File: src/rtl/sal_sched_rr.sv
// DRAM command scheduler: picks at most one ACT/RD/WR/PRE/REF per cycle across banks,
// enforcing inter-bank timing, a four-activate window and read/write mode batching.
//
// state   | meaning
// MODE_RD | column slot serves reads only
// MODE_WR | column slot serves writes only (write drain)
module sal_sched_rr #(
  parameter int BK_CNT   = 8,
  parameter int RA_W     = 14,
  parameter int CA_W     = 10,
  parameter int ID_W     = 4,
  parameter int LEN_W    = 4,
  parameter int SEQ_W    = 4,
  parameter int TW       = 5,
  parameter int WR_HI_WM = 4,
  parameter int WR_LO_WM = 1
) (
  input  logic                       clk,
  input  logic                       rst,
  input  logic [TW-1:0]              t_rrd_m1,
  input  logic [TW-1:0]              t_faw_m1,
  input  logic [TW-1:0]              t_ccd_m1,
  input  logic [TW-1:0]              t_rtw_m1,
  input  logic [TW-1:0]              t_wtr_m1,
  input  logic [BK_CNT-1:0]          act_req,
  input  logic [BK_CNT-1:0]          rd_req,
  input  logic [BK_CNT-1:0]          wr_req,
  input  logic [BK_CNT-1:0]          pre_req,
  input  logic [BK_CNT-1:0]          ref_req,
  input  logic [BK_CNT*RA_W-1:0]     ra_flat,
  input  logic [BK_CNT*CA_W-1:0]     ca_flat,
  input  logic [BK_CNT*ID_W-1:0]     id_flat,
  input  logic [BK_CNT*LEN_W-1:0]    len_flat,
  input  logic [BK_CNT*SEQ_W-1:0]    seq_flat,
  output logic [BK_CNT-1:0]          act_gnt,
  output logic [BK_CNT-1:0]          rd_gnt,
  output logic [BK_CNT-1:0]          wr_gnt,
  output logic [BK_CNT-1:0]          pre_gnt,
  output logic [BK_CNT-1:0]          ref_gnt,
  output logic                       cmd_act,
  output logic                       cmd_rd,
  output logic                       cmd_wr,
  output logic                       cmd_pre,
  output logic                       cmd_ref,
  output logic [$clog2(BK_CNT)-1:0]  cmd_ba,
  output logic [RA_W-1:0]            cmd_ra,
  output logic [CA_W-1:0]            cmd_ca,
  output logic [ID_W-1:0]            cmd_id,
  output logic [LEN_W-1:0]           cmd_len,
  output logic                       wr_mode
);

  localparam int BA_W = $clog2(BK_CNT);

  typedef enum logic {MODE_RD = 1'b0, MODE_WR = 1'b1} mode_e;

  mode_e             mode_q, mode_d;
  logic [TW-1:0]     rrd_cnt, ccd_cnt, rtw_cnt, wtr_cnt;
  logic [TW-1:0]     faw_slot [4];
  logic [3:0]        faw_load;
  logic [BA_W-1:0]   act_ptr, pre_ptr, gnt_ba;
  logic [SEQ_W-1:0]  rd_seq, wr_seq;
  logic [BK_CNT-1:0] act_cand, pre_cand, ref_cand, rd_cand, wr_cand, any_gnt;
  logic              rrd_zero, ccd_zero, rtw_zero, wtr_zero, faw_ok;
  int                nwr;

  function automatic logic [BK_CNT-1:0] rr_pick(input logic [BK_CNT-1:0] req,
                                                input logic [BA_W-1:0]   ptr);
    logic [BK_CNT-1:0] g;
    logic              found;
    int                idx;
    g     = '0;
    found = 1'b0;
    for (int k = 0; k < BK_CNT; k++) begin
      idx = int'(ptr) + k;
      if (idx >= BK_CNT) idx = idx - BK_CNT;
      if (!found && req[idx]) begin
        g[idx] = 1'b1;
        found  = 1'b1;
      end
    end
    return g;
  endfunction

  function automatic logic [TW-1:0] dec_sat(input logic [TW-1:0] v);
    return (v == '0) ? '0 : v - 1'b1;
  endfunction

  function automatic logic [BA_W-1:0] ptr_inc(input logic [BA_W-1:0] ba);
    return (ba == BA_W'(BK_CNT - 1)) ? '0 : ba + 1'b1;
  endfunction

  assign rrd_zero = (rrd_cnt == '0);
  assign ccd_zero = (ccd_cnt == '0);
  assign rtw_zero = (rtw_cnt == '0);
  assign wtr_zero = (wtr_cnt == '0);

  // Newly freed slot with the lowest index takes the next activate
  always_comb begin
    faw_ok   = 1'b0;
    faw_load = '0;
    for (int s = 3; s >= 0; s--) begin
      if (faw_slot[s] == '0) begin
        faw_ok   = 1'b1;
        faw_load = 4'b0001 << s;
      end
    end
  end

  always_comb begin
    act_cand = rr_pick(act_req, act_ptr);
    pre_cand = rr_pick(pre_req, pre_ptr);
    ref_cand = '0;
    rd_cand  = '0;
    wr_cand  = '0;
    for (int i = BK_CNT - 1; i >= 0; i--) begin
      if (ref_req[i]) ref_cand = BK_CNT'(1) << i;
      if (rd_req[i] && seq_flat[i*SEQ_W +: SEQ_W] == rd_seq) rd_cand = BK_CNT'(1) << i;
      if (wr_req[i] && seq_flat[i*SEQ_W +: SEQ_W] == wr_seq) wr_cand = BK_CNT'(1) << i;
    end
  end

  always_comb begin
    act_gnt = '0;
    rd_gnt  = '0;
    wr_gnt  = '0;
    pre_gnt = '0;
    ref_gnt = '0;
    if (!rst) begin
      if (rrd_zero && faw_ok && (act_cand != '0))
        act_gnt = act_cand;
      else if (mode_q == MODE_RD && ccd_zero && wtr_zero && (rd_cand != '0))
        rd_gnt = rd_cand;
      else if (mode_q == MODE_WR && ccd_zero && rtw_zero && (wr_cand != '0))
        wr_gnt = wr_cand;
      else if (pre_cand != '0)
        pre_gnt = pre_cand;
      else if (rrd_zero && (ref_cand != '0))
        ref_gnt = ref_cand;
    end
  end

  assign cmd_act = |act_gnt;
  assign cmd_rd  = |rd_gnt;
  assign cmd_wr  = |wr_gnt;
  assign cmd_pre = |pre_gnt;
  assign cmd_ref = |ref_gnt;
  assign any_gnt = act_gnt | rd_gnt | wr_gnt | pre_gnt | ref_gnt;

  always_comb begin
    gnt_ba  = '0;
    cmd_ra  = '0;
    cmd_ca  = '0;
    cmd_id  = '0;
    cmd_len = '0;
    for (int i = 0; i < BK_CNT; i++) begin
      if (any_gnt[i]) begin
        gnt_ba  = BA_W'(i);
        cmd_ra  = ra_flat[i*RA_W +: RA_W];
        cmd_ca  = ca_flat[i*CA_W +: CA_W];
        cmd_id  = id_flat[i*ID_W +: ID_W];
        cmd_len = len_flat[i*LEN_W +: LEN_W];
      end
    end
  end

  assign cmd_ba = gnt_ba;

  always_comb begin
    nwr    = $countones(wr_req);
    mode_d = mode_q;
    case (mode_q)
      MODE_RD: if (nwr >= WR_HI_WM || (rd_req == '0 && wr_req != '0)) mode_d = MODE_WR;
      MODE_WR: if (rd_req != '0 && (nwr <= WR_LO_WM || wr_req == '0)) mode_d = MODE_RD;
      default: mode_d = MODE_RD;
    endcase
  end

  assign wr_mode = (mode_q == MODE_WR);

  always_ff @(posedge clk or posedge rst) begin
    if (rst) begin
      mode_q  <= MODE_RD;
      rrd_cnt <= '0;
      ccd_cnt <= '0;
      rtw_cnt <= '0;
      wtr_cnt <= '0;
      for (int s = 0; s < 4; s++) faw_slot[s] <= '0;
      act_ptr <= '0;
      pre_ptr <= '0;
      rd_seq  <= '0;
      wr_seq  <= '0;
    end else begin
      mode_q  <= mode_d;
      rrd_cnt <= cmd_act ? t_rrd_m1 : dec_sat(rrd_cnt);
      ccd_cnt <= (cmd_rd || cmd_wr) ? t_ccd_m1 : dec_sat(ccd_cnt);
      rtw_cnt <= cmd_rd ? t_rtw_m1 : dec_sat(rtw_cnt);
      wtr_cnt <= cmd_wr ? t_wtr_m1 : dec_sat(wtr_cnt);
      for (int s = 0; s < 4; s++)
        faw_slot[s] <= (cmd_act && faw_load[s]) ? t_faw_m1 : dec_sat(faw_slot[s]);
      if (cmd_act) act_ptr <= ptr_inc(gnt_ba);
      if (cmd_pre) pre_ptr <= ptr_inc(gnt_ba);
      if (cmd_rd)  rd_seq  <= rd_seq + 1'b1;
      if (cmd_wr)  wr_seq  <= wr_seq + 1'b1;
    end
  end

endmodule

File: config.mk
export PLATFORM = sky130hd
export DESIGN_NAME = sal_sched_rr
export DESIGN_NICKNAME = d
export VERILOG_FILES = /design/src/rtl/sal_sched_rr.sv
export SDC_FILE = /design/constraint.sdc
export NUM_CORES = 1
export LEC_CHECK = 0
export CAP_MARGIN = 20
export CORE_AREA = 2 2 171 173
export CTS_CLUSTER_DIAMETER = 150
export DETAILED_ROUTE_END_ITERATION = 16
export DIE_AREA = 0 0 173 175
export DONT_BUFFER_PORTS = 1
export GPL_TIMING_DRIVEN = 0
export SETUP_SLACK_MARGIN = 0.15
export SYNTH_ARGS = -nofsm -noshare
export SYNTH_HDL_FRONTEND = slang
export SYNTH_SLANG_ARGS = --single-unit
File: constraint.sdc
create_clock -name clk -period 5.8 [get_ports clk]
set_input_delay 1.16 -clock clk [delete_from_list [all_inputs] [get_ports clk]]
set_output_delay 1.16 -clock clk [all_outputs]
set_load 0.02 [all_outputs]
* After elaboration in Yosys (flattened, before gate mapping)
Cells that the tools add are included.
** Word-level totals
- Register bits after elaboration :: 55
- Output and inout bits :: 81
- Word-level logic and storage cells :: 484
** Cells by class
- Add/subtract/negate cells :: 48
- Order comparisons :: 50
- Equality and inequality tests :: 17
- Muxes and demuxes :: 237
- Bitwise gates (word level) :: 19
- Reductions and logical operators :: 100
** Operators with widths (number)
- greater-or-equal comparator 32 x 1 -> 1 bit, second input constant :: 16
- less-than comparator 32 x 5 -> 1 bit, second input constant :: 16
- two-way mux 32 bit :: 16
- two-way mux 8 bit :: 60
- bitwise OR 8 bit :: 18
- two-way mux 14 bit :: 8
- two-way mux 10 bit :: 8
- two-way mux 4 bit :: 20
- two-way mux 5 bit :: 16
- subtractor 4 x 4 -> 5 bit, second input constant :: 14
- two-way mux 1 bit :: 69
- equality test 4 bit :: 16
- logical AND 1 bit :: 61
- greater-or-equal comparator 4 bit, second input constant :: 14
- nonzero test 8 bit :: 7
- binary-select mux 1 bit (select 3 bit) :: 16
- demux 1 bit (select 3 bit) :: 16
- logical NOT 5 bit :: 8
- OR reduction 8 bit :: 5
- subtractor 5 x 1 -> 5 bit, second input constant :: 8
- adder 3 x 3 -> 4 bit, second input constant :: 8
- two-way mux 3 bit :: 7
- adder 3 x 2 -> 4 bit, second input constant :: 4
- logical NOT 8 bit :: 2
- 15 further kinds :: 38

* Depth between registers and ports, before layout
Gate-level depths: netlist of the first run.
- Word-level depth :: 44
- Gate-level depth with buffers :: 24
- Depth with buffers taken out :: 18

* Least setup slack after synthesis of the first run
No wires, ideal clock.
- Kind :: reg-to-output
- Start :: register act_ptr[0]
- End :: output cmd_ca[1]
- Arrival :: 4.945 ns
- Data required time :: 4.640 ns
- Setup slack :: -0.305 ns
- Stages on the path, launching flop included :: 20
- Path through :: dfrtp_1 buf_2 inv_2 buf_2 ha_1 buf_4 mux2i_1 mux4_2 a22o_1 and2_1 clkbuf_1 a211o_1 nor3_4 nand4_4 a2111oi_2 a211o_1 buf_2 clkbuf_1 a22oi_1 a2bb2oi_1
** Between the ends
- Elaborated cells between the ends (all ways) :: 155
** RTL lines
- start, declared :: line 61 : logic [BA_W-1:0] act_ptr, pre_ptr, gnt_ba;
- start signal, assigned :: line 201 : if (cmd_act) act_ptr <= ptr_inc(gnt_ba);
- branches (longest 26 deep; another with greater-or-equal comparator 32 x 1 -> 1 bit)
- two-way mux 8 bit * :: line 77 : if (!found && req[idx]) begin
- nonzero test 8 bit * :: line 130 : if (rrd_zero && faw_ok && (act_cand != '0))
- logical AND 1 bit * :: line 130
- two-way mux 8 bit * :: line 130
- two-way mux 8 bit * :: line 129 : if (!rst) begin
- via ref_gnt[6] :: line 39 : output logic [BK_CNT-1:0] ref_gnt,
- bitwise OR 8 bit * :: line 148 : assign any_gnt = act_gnt | rd_gnt | wr_gnt | pre_gnt | ref_gnt;
- two-way mux 10 bit * (2 in series) :: line 157 : if (any_gnt[i]) begin
- end, declared :: line 47 : output logic [CA_W-1:0] cmd_ca,
Mark *: on every way through the listed nets, which the timed path passes. The select of a mux whose other input is x is not followed.

* Worst setup path in the final report of the first run
- Start :: register pre_ptr[0]
- End :: output cmd_ca[2]
** Between the ends
- Elaborated cells between the ends (all ways) :: 152
** RTL lines
- start, declared :: line 61
- start signal, assigned :: line 202 : if (cmd_pre) pre_ptr <= ptr_inc(gnt_ba);
- branches (longest 26 deep; another with greater-or-equal comparator 32 x 1 -> 1 bit)
- two-way mux 8 bit * :: line 77
- nonzero test 8 bit * :: line 136 : else if (pre_cand != '0)
- two-way mux 8 bit * :: line 136
- two-way mux 8 bit * :: line 134 : else if (mode_q == MODE_WR && ccd_zero && rtw_zero && (wr_cand != '0))
- two-way mux 8 bit * :: line 132 : else if (mode_q == MODE_RD && ccd_zero && wtr_zero && (rd_cand != '0))
- two-way mux 8 bit * :: line 130
- two-way mux 8 bit * :: line 129
- via ref_gnt[6] :: line 39
- bitwise OR 8 bit * :: line 148
- two-way mux 10 bit * (2 in series) :: line 157
Marks and branches as above.

==> impl_metrics.csv, run 1 <==
group,metric,value,unit
outcome,status,"finished with violations",
outcome,violations,"setup timing",
synth,syn_area,9280,µm²
worst_hold_path,hp-start,"faw_slot[19]",
drt,viasPerCell,6.51,
critical_path,rr_endpoint,"pre_ptr[0]",
drt,first_pass_iters,6,
critical_path,cp-end-kind,"primary output",
synth,synth_ff_type,"dfrtp_1",
timing,relSlewSlack,29.5,%
run,cap_violations,0,
synth,async_reset_ff_share,100,%
critical_path,critPathRequiredTime,4.64,ns
timing,hold_slack,0.475,ns
final_layout,area_delta_synth_final,38.6,%
synth,seq_area_frac_synth,14.8,%
timing,hold_violations,0,
drt,drc,0,
synth,synth_top_cell_by_area,"dfrtp_1",
timing,setup_violations,35,
synth,synth_edf_count,0,
timing,finalWorstSetupSlack,-0.628,ns
critical_path,worstReg2RegStart,"pre_ptr[0]",
synth,synth_warnings,0,
power_and_ir_drop,vdd_drop_max,0.000406,V
critical_path,start_kind,"flip-flop",
floorplan,die_x,173,µm
synth,syn_avg_cell_area,7.85,µm²
timing,finClkSkew,0.0116,ns
final_layout,fin_util,45.3,%
timing,drv_slew,0,
clock_network,cts_hold_buf,0,
placement,dpl.hpwl,36.2,mm
floorplan,num_rows,62,
clock_network,cts_made_buffers,5,
final_layout,drive_gt1_share,32.8,%
drt,antenna_left,0,
clock_network,numClockSinks,55,
final_layout,fill_cells,2757,
grt,overflow,0,
floorplan,start_util,32.7,%
clock_network,clk_pin_slew,0.08,ns
grt,grt_first_pass_wirelength,68.2,mm
synth,synth.ff_latch_count,55,
critical_path,critical_path_arrival,5.27,ns
critical_path,critPathMaxFanout,10,
synth,syn-num-nets,1575,
worst_hold_path,whs_endpoint,"faw_slot[19]",
clock_network,cts-root-buf,"clkbuf_16",
timing,rsz0062_at_grt,"yes",
drt,wl,46.2,mm
synth,synth_top_area_share,14.8,%
synth,synth_cell_type_count,81,
clock_network,insertion_delay,0.30,ns
grt,antenna_found_initial,2,
timing,worstMarginPinSlew,1.04,ns
placement,port_buffers,0,
clock_network,cts_tree,"done",
timing,fin_setup_tns,-19.01,ns
drt,num_vias,10800,
critical_path,critPathKind,"reg -> out",
clock_network,htree_levels,2,
final_layout,fin_nets,1661,
synth,syn_inst,1183,
critical_path,reg2reg_setup_slack,0.08,ns
timing,period_minus_slack,6.43,ns
floorplan,core_area,28400,µm²
power_and_ir_drop,leakage,4.92,nW
timing,post-route-period-util,111,%
grt,grt_start_max_net_pins,35,
clock_network,cts_max_path_buffers,2,
power_and_ir_drop,pwr_density_cell,708,nW/µm²
worst_hold_path,hold_path_depth,2,
critical_path,r2r_cells,27,
grt,gr-usage-all-layers,28.9,%
drt,wl_per_cell,27.9,µm
floorplan,die_h,175,µm
grt,grt_pass1_vias,10500,
floorplan,ioPinCount,436,
timing,clock.fmax,156,MHz
drt,drtIter0Drc,1174,
placement,gp_congestion,0.990,
floorplan,die-area,30300,µm²
worst_hold_path,worstHoldPathType,"reg -> reg",
synth,synthTopCellsByArea,"dfrtp_1, mux4_2, nand2_1",
==> state kept, by name (all words and copies together), names as in the netlist <==
name / count
pre_ptr: 3
wr_mode: 1
ccd_cnt: 5
wr_seq: 4
act_ptr: 3
rtw_cnt: 5
faw_slot: 20
wtr_cnt: 5
rrd_cnt: 5
rd_seq: 4
==> critical path: stages, from the launching register on <==
cell       delay, ns
dfrtp_1         0.43
buf_8           0.15
inv_12          0.05
ha_4            0.28
buf_8           0.15
mux4_2          0.55
mux2_4          0.32
nor4_4          0.26
buf_4           0.17
nand3_2         0.18
o221ai_2        0.29
nor3_2          0.09
nand4_1         0.18
a2111oi_4       0.12
a211o_1         0.30
buf_8           0.15
nor4_4          0.61
buf_4           0.27
clkbuf_16       0.17
nand3_4         0.07
a2bb2oi_4       0.18
==> how the worst max path moves through the flow <==
stage	start	end	slack [ns]	cells after the start
after floorplan	act_ptr[1]	cmd_ra[12]	0.16	20
final	pre_ptr[0]	cmd_ca[2]	-0.63	20
after global routing	act_ptr[0]	cmd_ra[12]	-0.76	19
after CTS	act_ptr[1]	cmd_ra[12]	-0.49	19
after detailed placement	pre_ptr[1]	act_ptr[0]	-1.70	20
after global placement	pre_ptr[1]	act_ptr[0]	-1.78	20
==> per-layer routing <==
metal,GRT usage [%],part of all wire [%]
met1,37.2,39
met2,47.6,47
met3,8.79,11
met4,6.78,2.5
met5,0,0
==> placed cells by master (no fill, tap or decap), drive strengths merged, types with 14 or more instances in the layout <==
| master | netlist | final |
|---|---|---|
| nand2 | 140 | 140 |
| buf | 49 | 125 |
| nor2 | 83 | 83 |
| nand3 | 76 | 76 |
| a22oi | 68 | 68 |
| dfrtp | 55 | 55 |
| xnor2 | 47 | 47 |
| inv | 49 | 47 |
| xor2 | 44 | 44 |
| o221ai | 40 | 40 |
| o21ai | 38 | 38 |
| a22o | 37 | 37 |
| nor3 | 37 | 37 |
| clkbuf | 29 | 35 |
| a2bb2oi | 33 | 33 |
| ha | 33 | 33 |
| mux4 | 25 | 25 |
| mux2i | 22 | 22 |
| mux2 | 22 | 22 |
| nor4 | 21 | 21 |
| a21oi | 20 | 20 |
| and2 | 20 | 20 |
| nand4 | 18 | 19 |
| nor2b | 16 | 16 |
| nand2b | 14 | 14 |
| and3 | 14 | 14 |
==> kinds of logic (layout without fill, tap and decap cells) <==
logic type | count (synthesis) | in the layout | share of synthesized area, %
and+or+nand+nor | 477 | 478 | 26.1
AOI/OAI and AO/OA | 327 | 327 | 27.5
buffers and inverters | 127 | 213 | 6.55
xor gates and xnor gates | 91 | 91 | 8.58
muxes | 69 | 69 | 11.1
DFF | 55 | 55 | 14.8
adders and majority gates | 37 | 37 | 5.31
other | 0 | 2 | 0
==> metrics by stage <==
step                power (mW)  cells  setup slack [ns]  area [µm²]
floorplan                 5.63   1183             0.161       10000
global placement          6.88   1567             -1.78       10500
detailed placement        6.91   1569             -1.70       10500
CTS                       8.62   1637            -0.492       12400
global route              9.59   1656            -0.763       12900
finish                    9.11   1656            -0.628       12900
==> Yosys cell counts, types with 7 or more instances <==
cell         n
nand2_1    140
nor2_1      80
nand3_1     76
a22oi_1     68
dfrtp_1     55
inv_1       47
xnor2_1     47
xor2_1      44
o221ai_1    40
a22o_1      37
o21ai_0     36
nor3_1      34
a2bb2oi_1   33
ha_1        33
buf_2       29
clkbuf_1    29
mux4_2      25
mux2i_1     22
a21oi_1     19
and2_1      19
nor4_1      19
mux2_2      17
nand4_1     16
nor2b_1     16
and3_1      14
nand2b_1    14
buf_4       11
o22ai_1     10
o31ai_1     10
a31oi_1      8
nor3b_1      7
==> report_power, final <==
group	internal [mW]	switching, mW
Combinational	3.60	4.50
Sequential	0.547	0.138
Clock	0.176	0.149
Total	4.33	4.78
==> what timing repair did <==
item	CTS	global route
cloned	5	1
setup endpoints to repair	78	60
gates resized for setup	244	80
pin swaps	47	29
buffers inserted	55	16
==> final cells by class <==
class | instances | area, µm² | share of cell area [%]
well taps | 384 | 480 | 3.73
clock buffers | 6 | 139 | 1.08
inverters | 49 | 235 | 1.83
flip-flops and latches | 55 | 1380 | 10.7
clock inverters | 2 | 17.5 | 0.136
plain buffers | 78 | 731 | 5.68
diodes | 2 | 5.00 | 0.0389
multi-input cells | 1002 | 9100 | 70.7
repair buffers | 78 | 779 | 6.06
Note: power is estimated with default switching activity, not from simulation.
==> inputs of run 2 (changes only) <==
--- a/config.mk
+++ b/config.mk
@@ -12,6 +12,8 @@
 export DIE_AREA = 0 0 173 175
 export DONT_BUFFER_PORTS = 1
 export GPL_TIMING_DRIVEN = 0
+export PLACE_DENSITY = 0.52
+export REMOVE_ABC_BUFFERS = 1
 export SETUP_SLACK_MARGIN = 0.15
 export SYNTH_ARGS = -nofsm -noshare
 export SYNTH_HDL_FRONTEND = slang
==> run 2 against run 1 <==
- the run still ends with setup timing left
- setup slack better by 0.12 ns
- clock skew up 0.0047 ns
- sequential power increased by 6.7%
- utilization grew 1.6 points
- register-to-register slack improved by 0.20 ns
- sequential share of layout area down 0.22 points
- non-clock buffer count decreased by 25
- routed wire length rose by 15%
- total power rose by 7.4%
- final area increased by 3.4%
- critical endpoint is now cmd_ra[12]
- largest cell class unchanged
- highest routed layer is now met5
==> impl_metrics.csv, run 2 (same netlist as run 1, synthesis figures left out) <==
group,metric,value,unit
timing,finalWorstSetupSlack,-0.503,ns
drt,wl_met3,5.30,mm
timing,rsz0062_at_grt,"yes",
critical_path,critical_path_arrival,5.14,ns
timing,clock.fmax,159,MHz
clock_network,cts-root-buf,"clkbuf_16",
power_and_ir_drop,internal_power,4.69,mW
grt,grt_first_pass_wirelength,73.8,mm
placement,place_ws,-3.07,ns
final_layout,fin_nets,1647,
critical_path,crit_chain,"clkinvlp_4 > ha_4 > buf_12 > mux2i_2 > mux4_2 > a32o_4 > and2_4 > a221o_1 > nor3_4 > nand4_4 > buf_6 > a2111oi_4 > a211o_4 > nor4_4 > buf_4 > a21boi_1 > a22oi_2",
clock_network,insertion_delay,0.32,ns
clock_network,cts_hold_buf,0,
worst_hold_path,worstHoldPathType,"reg -> reg",
floorplan,core_area,28400,µm²
critical_path,critPathSlowestCell,"mux4_2",
critical_path,cp-end-kind,"primary output",
critical_path,critPathMaxFanout,6,
floorplan,die-area,30300,µm²
placement,dpl.hpwl,35.6,mm
final_layout,area_delta_synth_final,43.4,%
critical_path,worstReg2RegStart,"pre_ptr[1]",
placement,port_buffers,0,
timing,hold_violations,0,
drt,drc,0,
floorplan,start_util,32.7,%
drt,wl,52.9,mm
critical_path,rr_endpoint,"act_ptr[0]",
critical_path,reg2reg_setup_slack,0.28,ns
floorplan,ioPinCount,436,
final_layout,fin_util,46.9,%
clock_network,htree_levels,2,
critical_path,timing.critical_path.to,"cmd_ra[12]",
power_and_ir_drop,p_comb_share,88.8,%
run,cap_violations,0,
grt,grt_pass1_vias,10800,
placement,gp_congestion,1.02,
outcome,status,"finished with violations",
power_and_ir_drop,swShare,52.1,%
final_layout,layout_common_cells,"nand2_1, buf_4, nor2_1",
clock_network,cts_tree,"done",
critical_path,startpoint,"pre_ptr[1]",
clock_network,clk_pin_slew,0.08,ns
drt,met1_length,19.6,mm
final_layout,drive_gt1_share,35.7,%
final_layout,layout_commonest_cell,"nand2_1",
final_layout,finalInstanceArea,13300,µm²
grt,antenna_found_initial,5,
worst_hold_path,hold_path_depth,2,
power_and_ir_drop,leakage,5.15,nW
power_and_ir_drop,vdd_drop_max,0.000379,V
final_layout,final-instance-count-excl-fill,1643,
drt,viasPerCell,6.80,
drt,wl_met2,25.2,mm
grt,grt_start_max_net_pins,35,
timing,worstMarginPinSlew,1.13,ns
grt,overflow,0,
power_and_ir_drop,p_seq_share,7.5,%
power_and_ir_drop,clockPowerShare,3.7,%
clock_network,numClockSinks,55,
timing,finClkSkew,0.0162,ns
critical_path,critPathRequiredTime,4.64,ns
critical_path,start_kind,"flip-flop",
power_and_ir_drop,power,9.79,mW
timing,post-route-period-util,109,%
clock_network,cts_max_path_buffers,2,
floorplan,die_h,175,µm
critical_path,max_stage_delay,0.55,ns
grt,gr-usage-all-layers,32.5,%
floorplan,num_rows,62,
placement,detailed_place.area,9610,µm²
power_and_ir_drop,pwr_density_cell,735,nW/µm²
drt,num_vias,11200,
drt,wl_per_cell,32.2,µm
drt,first_pass_iters,7,
drt,drtIter0Drc,1090,
critical_path,r2r_cells,24,
timing,relSlewSlack,24.6,%
power_and_ir_drop,power.net_switching,5.10,mW
timing,fin_setup_tns,-14.99,ns
outcome,violations,"setup timing",
timing,period_minus_slack,6.30,ns
floorplan,die_x,173,µm
placement,place_inst,1499,
timing,hold_slack,0.483,ns
critical_path,critPathKind,"reg -> out",
drt,antenna_left,0,
drt,highest_layer,"met5",
timing,setup_violations,35,
timing,drv_slew,0,
worst_hold_path,hp-start,"faw_slot[9]",
final_layout,largest_reg_flops,20,
clock_network,cts_made_buffers,5,
final_layout,top_register,"faw_slot",
## run 2: cell count changes in the layout (fill, tap and decap cells not counted), sizes merged, moves of 2 or more
cell / before / now
clkbuf: 35 / 8
a211o: 6 / 9
nor2: 83 / 86
buf: 125 / 127
inv: 47 / 45
a32o: 1 / 4
clkinvlp: 3 / 6
## run 2: worst min-delay path by stage
stage,endpoint,slack [ns]
6_report,faw_slot[9],0.48
5_1_grt,ccd_cnt[0],0.51
4_1_cts,faw_slot[9],0.48
3_5_place_dp,faw_slot[9],0.46
3_3_place_gp,faw_slot[19],0.46
2_1_floorplan,faw_slot[19],0.44
## run 2: area by class of cell
| cell class | instances | area, µm² |
|---|---|---|
| fill | 2702 | 15100 |
| multi-input combinational | 1012 | 9500 |
| timing repair buffer | 131 | 1520 |
| sequential | 55 | 1400 |
| tap | 384 | 480 |
| inverter | 49 | 233 |
| clock buffer | 5 | 125 |
| clock inverter | 3 | 46.3 |
| antenna | 3 | 7.51 |
| timing repair inverter | 1 | 5.00 |
## run 2: timing repair
action,CTS,global route
setup endpoints to repair,133,56
pin swaps,51,30
setup buffers,85,26
resized for setup,261,118
gates cloned,15,4
## run 2: layer usage
metal | vias up | GRT usage (%)
met5 | - | 0
met4 | 2 | 15.1
li1 | 4695 | -
met1 | 5545 | 39.2
met2 | 754 | 54.2
met3 | 175 | 8.57
## run 2: power groups by stage
stage               Combinational [mW]  Clock, mW  Sequential, mW
finish                            8.69      0.363           0.732
global route                      9.05      0.382           0.749
CTS                               7.59      0.365           0.722
detailed placement                4.94          0           0.796
global placement                  4.82          0           0.816
floorplan                         3.77          0           0.739
## run 2: critical path, delay by kind of cell (launching register included)
family	cells	cell delay, ns
buffers and inverters	4	0.62
DFF	1	0.40
muxes	2	0.71
adders and majority gates	1	0.27
AOI/OAI and AO/OA	6	2.06
and+or+nand+nor	4	0.75
==> inputs of run 3 (changes only) <==
--- a/config.mk
+++ b/config.mk
@@ -18,3 +18,4 @@
 export SYNTH_ARGS = -nofsm -noshare
 export SYNTH_HDL_FRONTEND = slang
 export SYNTH_SLANG_ARGS = --single-unit
+export TNS_END_PERCENT = 5
==> run 3 against run 2 <==
- the flow still finishes with violations (setup timing)
- via count down 2.0%
- largest power group unchanged
- critical path type is now in -> out
- sequential share of layout area up 0.73 points
- critical path depth down 2
- clock-buffer cell count unchanged
- maximum frequency down 1.5%
- non-clock buffer count down 22
- clock power about the same
- utilization down 3.1 points
==> impl_metrics.csv, run 3 (same netlist as run 1, synthesis figures left out) <==
group,metric,value,unit
outcome,status,"finished with violations",
outcome,violations,"setup timing",
final_layout,area_delta_synth_final,33.9,%
clock_network,cts-root-buf,"clkbuf_16",
grt,antenna_found_initial,2,
clock_network,cts_max_path_buffers,2,
final_layout,regArea,1400,µm²
grt,grt_pass1_vias,10600,
worst_hold_path,worstHoldPathType,"reg -> reg",
final_layout,largest_reg_flops,20,
final_layout,fill_cells,2822,
timing,fin_setup_tns,-18.45,ns
floorplan,die-area,30300,µm²
critical_path,start_kind,"input port",
clock_network,cts_hold_buf,0,
critical_path,max_stage_delay,0.56,ns
clock_network,insertion_delay,0.32,ns
clock_network,htree_levels,2,
critical_path,critPathMaxFanout,8,
timing,post-route-period-util,110,%
clock_network,numClockSinks,55,
floorplan,core_area,28400,µm²
power_and_ir_drop,swShare,52.8,%
timing,drv_slew,0,
timing,period_minus_slack,6.40,ns
drt,drtIter0Drc,1025,
final_layout,multi_input_area,8940,µm²
final_layout,layout_common_cells,"nand2_1, buf_4, nor2_1",
final_layout,layout_commonest_cell,"nand2_1",
drt,viasPerCell,6.76,
run,cap_violations,0,
floorplan,ioPinCount,436,
critical_path,crit_chain,"mux4_2 > mux2i_1 > o32ai_1 > a31oi_4 > o211a_1 > nor4b_4 > nand4_4 > a2111oi_4 > buf_6 > and3_4 > nor4_4 > buf_6 > buf_6 > a21boi_1 > a22oi_2",
critical_path,cpMostUsedCell,"buf_6",
floorplan,start_util,32.7,%
final_layout,top_register,"faw_slot",
timing,worstMarginPinSlew,1.19,ns
power_and_ir_drop,p_comb_share,88.0,%
drt,antenna_left,0,
floorplan,num_rows,62,
grt,gr-usage-all-layers,31.3,%
timing,finalWorstSetupSlack,-0.599,ns
power_and_ir_drop,vdd_drop_max,0.000345,V
drt,first_pass_iters,6,
final_layout,drive_gt1_share,30.0,%
floorplan,die_h,175,µm
power_and_ir_drop,clockPowerShare,4.0,%
placement,dpl.hpwl,35.6,mm
final_layout,finalInstanceArea,12400,µm²
drt,num_vias,10900,
power_and_ir_drop,internal_power,4.27,mW
clock_network,cts_tree,"done",
power_and_ir_drop,leakage,4.77,nW
grt,grt_start_max_net_pins,35,
drt,wl_per_cell,31.0,µm
timing,rsz0062_at_grt,"yes",
floorplan,die_x,173,µm
power_and_ir_drop,power,9.05,mW
timing,hold_violations,0,
placement,gp_congestion,1.02,
timing,clock.fmax,156,MHz
drt,wl,50.2,mm
clock_network,clk_pin_slew,0.08,ns
power_and_ir_drop,power.net_switching,4.78,mW
timing,setup_violations,37,
grt,overflow,0,
timing,finClkSkew,0.0162,ns
power_and_ir_drop,pwr_density_cell,728,nW/µm²
critical_path,critPathSlowestCell,"mux2i_1",
timing,relSlewSlack,20.5,%
drt,drc,0,
power_and_ir_drop,p_seq_share,8.0,%
critical_path,critPathRequiredTime,4.64,ns
clock_network,cts_made_buffers,5,
placement,port_buffers,0,
final_layout,fin_nets,1622,
placement,detailed_place.area,9610,µm²
critical_path,critical_path_arrival,5.24,ns
critical_path,critPathKind,"in -> out",
grt,grt_first_pass_wirelength,71.5,mm
critical_path,cp-end-kind,"primary output",
==> run 3: per-stage QoR <==
step | hold WS [ns] | cells | utilization (%) | setup WS, ns
3_5_place_dp | 0.463 | 1499 | 33.8 | -3.07
2_1_floorplan | 0.438 | 1105 | - | -1.82
4_1_cts | 0.483 | 1595 | 41.8 | -0.404
3_3_place_gp | 0.457 | 1489 | 32.9 | -5.36
5_1_grt | 0.509 | 1617 | 43.8 | -0.727
6_report | 0.481 | 1619 | 43.8 | -0.599
==> run 3: area by class of cell <==
| cell class | instances | share of cell area, % |
|---|---|---|
| Sequential cell | 55 | 11.2 |
| Timing Repair Buffer | 109 | 9.67 |
| Clock inverter | 3 | 0.372 |
| Clock buffer | 5 | 1.01 |
| Inverter | 49 | 1.84 |
| Antenna cell | 4 | 0.0805 |
| Multi-Input combinational cell | 1010 | 71.9 |
| Tap cell | 384 | 3.86 |
==> run 3: power groups by stage <==
stage / Clock, mW / Combinational (mW) / Sequential [mW]
after global placement: 0 / 4.82 / 0.816
after CTS: 0.365 / 7.18 / 0.720
after global routing: 0.382 / 8.34 / 0.748
final: 0.362 / 7.96 / 0.728
after detailed placement: 0 / 4.94 / 0.796
after floorplan: 0 / 3.77 / 0.739
==> run 3: path summary, 6_finish.rpt <==
kind,from,to,slack [ns],depth (start not counted)
max in group asynchronous,rst,act_ptr[2],4.39,2
hold reg to reg,faw_slot[19],faw_slot[19],0.48,2
setup reg to reg,act_ptr[0],act_ptr[0],0.15,20
min in group asynchronous,rst,rtw_cnt[3],0.79,1
setup / recovery,act_req[7],cmd_ra[12],-0.60,15
hold / removal,faw_slot[19],faw_slot[19],0.48,2
==> run 3: repair_timing <==
item,in CTS,in global routing
setup endpoints to repair,133,57
pin swaps,35,32
buffers inserted,78,19
gates resized for setup,212,69
gates cloned,10,0
==> run 3: per-layer routing <==
layer	vias up	wire length [µm]	global-route usage, %
li1	4634	-	-
met1	5426	18700	37.6
met2	725	23900	52.3
met3	163	4950	8.81
met4	0	2700	13.6
met5	-	0	0
==> run 3: critical path: cells and delay by family <==
kind	cells	cell delay, ns
compound gates	6	1.59
mux	2	1.07
simple gates	4	0.98
buf+inv	3	0.42
